`src/rtl/counter_cmd_sched.sv`:
```
// Round-robin scheduler that shares one up/down counter between two requesters.
// Each command loads a start value, counts toward its target and pulses a completion report.
module counter_cmd_sched #(
    parameter int WIDTH = 4
) (
    input  logic               clk,
    input  logic               rst_n,
    input  logic [1:0]         req_valid,
    output logic [1:0]         req_ready,
    input  logic [2*WIDTH-1:0] req_start,
    input  logic [2*WIDTH-1:0] req_target,
    output logic               cnt_enable,
    output logic               cnt_load,
    output logic               cnt_up_down_n,
    output logic [WIDTH-1:0]   cnt_data_input,
    input  logic [WIDTH-1:0]   cnt_data_output,
    output logic               done_valid,
    output logic               done_id,
    output logic [WIDTH-1:0]   done_value,
    output logic               done_err
);
    typedef enum logic [1:0] {IDLE, LOAD, COUNT, DONE} state_e;

    localparam logic [WIDTH:0] WD_LIMIT = {1'b1, {WIDTH{1'b0}}};

    state_e           state_q;
    logic             rr_q;
    logic             id_q;
    logic             dir_q;
    logic             err_q;
    logic [WIDTH-1:0] start_q;
    logic [WIDTH-1:0] target_q;
    logic [WIDTH:0]   wd_q;

    logic             any_valid;
    logic             grant_id;
    logic             at_target;
    logic             wd_expired;
    logic [WIDTH-1:0] grant_start;
    logic [WIDTH-1:0] grant_target;

    assign any_valid    = |req_valid;
    // The pointer index wins when it is requesting; otherwise the other requester does.
    assign grant_id     = req_valid[rr_q] ? rr_q : ~rr_q;
    assign grant_start  = grant_id ? req_start[2*WIDTH-1:WIDTH]  : req_start[WIDTH-1:0];
    assign grant_target = grant_id ? req_target[2*WIDTH-1:WIDTH] : req_target[WIDTH-1:0];
    assign at_target    = (cnt_data_output == target_q);
    assign wd_expired   = (wd_q == WD_LIMIT);

    always_comb begin
        // NOTE: every output is given a default before the case so no path infers a latch.
        req_ready      = 2'b00;
        cnt_enable     = 1'b0;
        cnt_load       = 1'b0;
        cnt_up_down_n  = dir_q;
        cnt_data_input = start_q;
        done_valid     = 1'b0;
        done_id        = 1'b0;
        done_value     = '0;
        done_err       = 1'b0;
        case (state_q)
            IDLE: begin
                if (any_valid) req_ready = grant_id ? 2'b10 : 2'b01;
            end
            LOAD: begin
                cnt_load   = 1'b1;
                cnt_enable = 1'b1;
            end
            // Enable drops in the very cycle the target is seen, so the counter never overshoots.
            COUNT: cnt_enable = !at_target && !wd_expired;
            DONE: begin
                done_valid = 1'b1;
                done_id    = id_q;
                done_value = cnt_data_output;
                done_err   = err_q;
            end
            default: ;
        endcase
    end

    // NOTE: state registers use non-blocking assignments so each one samples pre-edge values.
    always_ff @(posedge clk or negedge rst_n) begin
        if (!rst_n) begin
            state_q  <= IDLE;
            rr_q     <= 1'b0;
            id_q     <= 1'b0;
            dir_q    <= 1'b0;
            err_q    <= 1'b0;
            start_q  <= '0;
            target_q <= '0;
            wd_q     <= '0;
        end else begin
            case (state_q)
                IDLE: begin
                    if (any_valid) begin
                        id_q     <= grant_id;
                        start_q  <= grant_start;
                        target_q <= grant_target;
                        dir_q    <= (grant_target > grant_start);
                        rr_q     <= ~grant_id;
                        state_q  <= LOAD;
                    end
                end
                LOAD: begin
                    wd_q    <= '0;
                    state_q <= COUNT;
                end
                COUNT: begin
                    wd_q <= wd_q + 1'b1;
                    if (at_target) begin
                        err_q   <= 1'b0;
                        state_q <= DONE;
                    end else if (wd_expired) begin
                        err_q   <= 1'b1;
                        state_q <= DONE;
                    end
                end
                DONE:    state_q <= IDLE;
                default: state_q <= IDLE;
            endcase
        end
    end

endmodule

```
`config.mk`:
```
export PLATFORM = sky130hd
export DESIGN_NAME = counter_cmd_sched
export DESIGN_NICKNAME = d
export VERILOG_FILES = /design/src/rtl/counter_cmd_sched.sv
export SDC_FILE = /design/constraint.sdc
export NUM_CORES = 1
export LEC_CHECK = 0
export CAP_MARGIN = 10
export CORE_UTILIZATION = 40
export CTS_BUF_LIST = sky130_fd_sc_hd__clkbuf_4
export DETAILED_ROUTE_END_ITERATION = 16
export DONT_BUFFER_PORTS = 1
export HOLD_SLACK_MARGIN = 0.12
export PLACE_DENSITY_LB_ADDON = 0.12
export SKIP_LAST_GASP = 1
export SYNTH_ARGS = -nofsm -noshare
export SYNTH_HDL_FRONTEND = slang
export SYNTH_SLANG_ARGS = --single-unit
```
`constraint.sdc`:
```
create_clock -name clk -period 2.05 [get_ports clk]
set_input_delay 0.205 -clock clk [delete_from_list [all_inputs] [get_ports clk]]
set_output_delay 0.205 -clock clk [all_outputs]
set_load 0.005 [all_outputs]
```
==> results_dict.tcl, run 1 <==
set metrics [dict create \
    routed_wl_um 2200 \
    grt_pass1_vias 810 \
    row_count 19 \
    cellPowerDensity_nw_per_um2 1350 \
    antennaDiodeCount 0 \
    setup_violations 0 \
    synth_seq_area_share_pct 41.1 \
    syn2layout_area_growth_pct 13.6 \
    final_nets 152 \
    finClkSkew_ns 0.00552 \
    setup_slack_ns 0.129 \
    slew_viol_final 0 \
    htreeDepth 1 \
    fmax_mhz 520 \
    place_ws_ns 0.0658 \
    report.power.total_mw 1.77 \
    synth_area_um2 1160 \
    muxShareOfSynthArea_pct 14.3 \
    grt_max_degree 20 \
    crit_path_start "rr_q" \
    tritoncts "built" \
    layout-drive-gt1-share_pct 20.5 \
    cp-start-kind "register" \
    tns_ns 0 \
    fillers 254 \
    worstPathRequired_ns 2.23 \
    timing.rr.start "rr_q" \
    grt_pass1_wl_um 3580 \
    gp_congestion 0.772 \
    clock_path_buffers 2 \
    cts.clk_slew.worst_paths_ns 0.10 \
    relSlewSlack_pct 40.9 \
    synthArstFlopShare_pct 100 \
    die_h_um 55.8 \
    post_synth_and_or_nand_nor_area_fraction_pct 15.2 \
    seqCellArea_um2 475 \
    ys.flop_type "dfrtp_1" \
    wl_per_cell_um 14.8 \
    dr_total_vias 833 \
    fin_crit_ns 1.92 \
    synth_edf_count 0 \
    hold_viol 0 \
    ys_ff_latch 19 \
    drv_cap 0 \
    drc 0 \
    clk_latency_ns 0.29 \
    core_um2 2760 \
    critPathTopFamily "multiplexers" \
    sequentialPowerShare_pct 35.8 \
    rsz0062_at_grt "false" \
    synthAdderAreaFrac_pct 10.8 \
    final_cell_mix "19 x dfrtp_1, 10 x nand2_1, 8 x o21ai_0, 8 x ha_1, 7 x inv_1" \
    clkPwrFrac_pct 11.3 \
    syn_inst 113 \
    cp_num_buf_inv 1 \
    netSwitchingPower_uw 710 \
    outcome "finished clean" \
    drt_first_pass_iters 6 \
    max_stage_delay_ns 0.39 \
    combPwrFrac_pct 52.9 \
    path_cells "nor2b_4 > a21oi_4 > buf_6 > mux2_4 > ha_1 > nand4_1 > mux2i_1 > a21oi_1" \
    tightest_slew_ns 0.884 \
    vdd_drop_max_uv 661 \
    critPathKind "register to register" \
    internal_power_mw 1.06 \
    synth_compound_area_share_pct 12.3 \
    hold_depth 2 \
    reg2regPathDepth 8 \
    worst-path-stages 8 \
    cp_slowest_cell "dfrtp_1" \
    clkSinkCount 19 \
    cts-root-buf "clkbuf_4" \
    grt_usage_pct 14.9 \
    period_share_pct 93.7 \
    synth_nets 147 \
    synth_top_family_by_area "simple AND/OR/NAND/NOR gates" \
    critical_path.max_fanout 4 \
    antenna_left 0 \
    antenna_found_initial 0 \
    switching_share_pct 40.1 \
    ys_types 29 \
    cts_setup_buffers 0 \
    die_area_um2 3110 \
    start_util_pct 41.9 \
    crit_arrival_ns 2.10 \
    first_iter_violations 9 \
    final_common_cell "dfrtp_1" \
    multiInputGateArea_um2 714 \
    critPathCaptureType "register" \
    die_width_um 55.8 \
    hold_class "input pin to register" \
    min_from "req_valid[0]" \
    numCtsBuffers 3 \
    synth-xor-area-share_pct 3.03 \
    grt_overflow_total 0 \
    port_buffers 0 \
    vias_per_cell 5.63 \
    p_leak_nw 0.606 \
    dp_hpwl_um 1710 \
    avgSynthCellArea_um2 10.2 \
    ys_warn_count 0 \
    io_pins 40 \
]
[metrics by stage]
| stage | utilization, % | std cells | area (µm²) | hold slack (ns) |
|---|---|---|---|---|
| floorplan | - | 113 | 1160 | -0.0906 |
| global placement | 43.5 | 143 | 1200 | -0.0901 |
| detailed placement | 43.5 | 143 | 1200 | -0.0901 |
| CTS | 44.9 | 148 | 1240 | 0.153 |
| global route | 47.6 | 148 | 1310 | 0.146 |
| finish | 47.6 | 148 | 1310 | 0.153 |
[synth_stat cells (2+ instances only)]
| library cell | count | area, µm² |
|---|---|---|
| o21ai_0 | 8 | 40.0 |
| ha_1 | 10 | 125 |
| xor2_1 | 4 | 35.0 |
| nand3_1 | 4 | 20.0 |
| clkbuf_1 | 3 | 11.3 |
| nand2_1 | 10 | 37.5 |
| nor2_1 | 6 | 22.5 |
| and2_1 | 6 | 37.5 |
| mux2i_1 | 6 | 60.1 |
| a21o_1 | 2 | 15.0 |
| dfrtp_1 | 19 | 475 |
| a21oi_1 | 4 | 20.0 |
| inv_1 | 7 | 26.3 |
| o21a_1 | 2 | 15.0 |
| mux2_2 | 8 | 90.1 |
[metal layers]
| metal | vias up | track usage (%) | share of wire [%] |
|---|---|---|---|
| met5 | - | 0 | 0 |
| met4 | 0 | 4.29 | 0.59 |
| met3 | 2 | 4.19 | 6.4 |
| met2 | 29 | 24.3 | 48 |
| met1 | 401 | 19.2 | 45 |
| li1 | 401 | - | - |
[sequential cells by signal, summed over array words and instances, names as in the netlist]
| name | cells |
|---|---|
| cnt_up_down_n | 1 |
| state_q | 2 |
| err_q | 1 |
| wd_q | 5 |
| target_q | 4 |
| id_q | 1 |
| rr_q | 1 |
| cnt_data_input | 4 |
[final timing paths]
check | slack, ns | end
worst min register to register | 0.48 | id_q
worst max register to register | 0.13 | cnt_up_down_n
min in group asynchronous | 0.47 | state_q[0]
max in group asynchronous | 1.04 | wd_q[2]
worst min-delay path | 0.15 | rr_q
worst max-delay path | 0.13 | cnt_up_down_n
[what timing repair did]
item | CTS | global route
gates resized for setup | 0 | 12
hold endpoints to repair | 19 | 0
hold buffers | 1 | 0
setup endpoints to repair | 0 | 2
[layout make-up]
type	count	area share [%]
inverter	7	2.00
multi-input combinational	84	54.4
timing repair buffer	3	2.19
clock buffer	4	2.29
tap	31	2.95
sequential	19	36.2
[power by group through the flow]
| stage | registers (mW) | logic (mW) | clock network (mW) |
|---|---|---|---|
| after floorplan | 0.613 | 0.700 | 0 |
| after global placement | 0.642 | 0.830 | 0 |
| after detailed placement | 0.643 | 0.857 | 0 |
| after CTS | 0.636 | 0.869 | 0.209 |
| after global routing | 0.654 | 1.05 | 0.229 |
| final | 0.633 | 0.936 | 0.200 |
[cells by family after synthesis]
family / Yosys count
multiplexers: 15
flip-flops: 19
AO/OA/AOI/OAI: 22
AND/OR/NAND/NOR: 33
buffers and inverters: 10
XOR/XNOR: 4
adder cells (fa/ha/maj): 10
No activity file was read; power rests on OpenSTA's default activity.
==> run 2, diff against run 1 <==
CORE_ASPECT_RATIO = 0.7   (was default)
PLACE_DENSITY_LB_ADDON = default   (was 0.12)
==> run 2 against run 1 <==
Effect of this change: clock power down 5%; via count down 1.1%; wire length up 3.1%; total power down 3.9%; sequential share of layout area up 2.0 points; combinational power down 6.6%; non-clock buffer count unchanged; sequential power about the same; first-iteration DRC count up 110%; largest cell class unchanged; clock skew down 0.0023 ns; highest routed layer unchanged.
==> results_dict.tcl, run 2 (synthesized netlist as in run 1, its figures left out) <==
set metrics [dict create \
    die_h_um 47.0 \
    layout-drive-gt1-share_pct 17.1 \
    period_share_pct 96.3 \
    internal_power_uw 993 \
    tritoncts "built" \
    htreeDepth 1 \
    cellPowerDensity_nw_per_um2 1370 \
    critical_path.max_fanout 4 \
    grt_pass1_vias 816 \
    row_count 15 \
    p_leak_nw 0.587 \
    grt_max_degree 20 \
    vdd_drop_max_uv 550 \
    post_dp_cell_area_um2 1200 \
    cts_setup_buffers 0 \
    cts.clk_slew.worst_paths_ns 0.11 \
    grt_overflow_total 0 \
    sequentialPowerShare_pct 37.4 \
    drc 0 \
    dp.cells 146 \
    regMostFlops "wd_q" \
    dp_hpwl_um 1800 \
    slew_viol_final 0 \
    start_util_pct 44.6 \
    clock_path_buffers 2 \
    crit_arrival_ns 2.17 \
    die_width_um 66.3 \
    dr_total_vias 824 \
    tns_ns 0 \
    core_um2 2590 \
    cp-start-kind "register" \
    instances_no_fill 151 \
    rsz0062_at_grt "true" \
    fin_crit_ns 1.97 \
    outcome "finished clean" \
    drt_first_pass_iters 4 \
    critPathCaptureType "register" \
    clkSinkCount 19 \
    numCtsBuffers 3 \
    fmax_mhz 507 \
    drv_cap 0 \
    first_iter_violations 19 \
    gp_congestion 0.783 \
    hold_viol 0 \
    stdcell_area_um2 1240 \
    port_buffers 0 \
    clkPwrFrac_pct 11.2 \
    clk_latency_ns 0.30 \
    wl_per_cell_um 15.0 \
    relSlewSlack_pct 42.6 \
    cts-root-buf "clkbuf_4" \
    hold_class "input pin to register" \
    critPathKind "register to register" \
    die_area_um2 3110 \
    grt_usage_pct 16.7 \
    antennaDiodeCount 0 \
    routed_wl_um 2270 \
    combPwrFrac_pct 51.4 \
    final_nets 152 \
    final_common_cell "dfrtp_1" \
    tightest_slew_ns 0.859 \
    netSwitchingPower_uw 707 \
    switching_share_pct 41.6 \
    antenna_found_initial 0 \
    final_cell_mix "19 x dfrtp_1, 10 x nand2_1, 10 x ha_1, 8 x mux2_2" \
    io_pins 40 \
    largest_reg_flops 5 \
    finClkSkew_ns 0.00327 \
    grt_pass1_wl_um 3770 \
    setup_violations 0 \
    antenna_left 0 \
    vias_per_cell 5.46 \
    worstPathRequired_ns 2.24 \
    syn2layout_area_growth_pct 7.68 \
]
## run 2: cell count changes in the layout (fill, tap and decap cells not counted), moves of 2 or more
cell and delta:
mux2_4 -3, ha_4 -2, mux2_2 +3, mux2i_1 +2, ha_1 +2, mux2i_4 -2
## run 2: critical path, cell delays in order, from the launching register on
cell     delay [ns]
dfrtp_1        0.39
nor2b_2        0.17
a21oi_4        0.17
mux2_2         0.37
ha_1           0.29
nor2b_1        0.13
o21a_1         0.16
o21ai_1        0.11
a21oi_1        0.08
## run 2: area by class of cell
type	instances	area, µm²
flip-flops and latches	19	475
multi-input cells	84	648
fillers	246	1350
clock inverters	1	5.00
repair buffers	3	25.0
well taps	34	42.5
inverters	7	26.3
clock buffers	3	22.5
## run 2: final timing paths
path	slack, ns	depth (start not counted)	to	start
min in group asynchronous	0.45	1	wd_q[2]	rst_n
worst min-delay path	0.15	2	rr_q	req_valid[0]
worst max-delay path	0.08	8	cnt_up_down_n	rr_q
worst min register to register	0.48	1	id_q	id_q
worst max register to register	0.08	8	cnt_up_down_n	rr_q
max in group asynchronous	1.07	1	cnt_up_down_n	rst_n
## run 2: timing repair
item / CTS / global route
hold buffers: 1 / 0
endpoints found under the hold margin: 19 / 0
setup endpoints to repair: 0 / 2
resized for setup: 0 / 2
## run 2: stage by stage
| stage | total power [mW] | hold slack, ns | utilization, % | worst slack [ns] |
|---|---|---|---|---|
| after floorplan | 1.31 | -0.0906 | - | 0.0375 |
| after global placement | 1.48 | -0.0900 | 46.4 | 0.103 |
| after detailed placement | 1.50 | -0.0902 | 46.4 | 0.0665 |
| after CTS | 1.71 | 0.158 | 47.9 | 0.0371 |
| after global routing | 1.86 | 0.133 | 48.1 | -0.0484 |
| final | 1.70 | 0.148 | 48.1 | 0.0759 |
## run 2: layer usage
| metal | global-route usage (%) | wire length [µm] | vias up |
|---|---|---|---|
| met5 | 0 | 0 | - |
| met4 | 4.26 | 12 | 0 |
| met3 | 6.55 | 156 | 2 |
| met2 | 23.5 | 927 | 28 |
| met1 | 23.9 | 1170 | 391 |
| li1 | - | - | 403 |
## run 2: power by group through the flow
stage | clock network (mW) | logic (mW) | registers, mW
2_1_floorplan | 0 | 0.700 | 0.613
3_3_place_gp | 0 | 0.834 | 0.643
3_5_place_dp | 0 | 0.855 | 0.647
4_1_cts | 0.199 | 0.869 | 0.638
5_1_grt | 0.214 | 0.992 | 0.658
6_report | 0.190 | 0.874 | 0.636
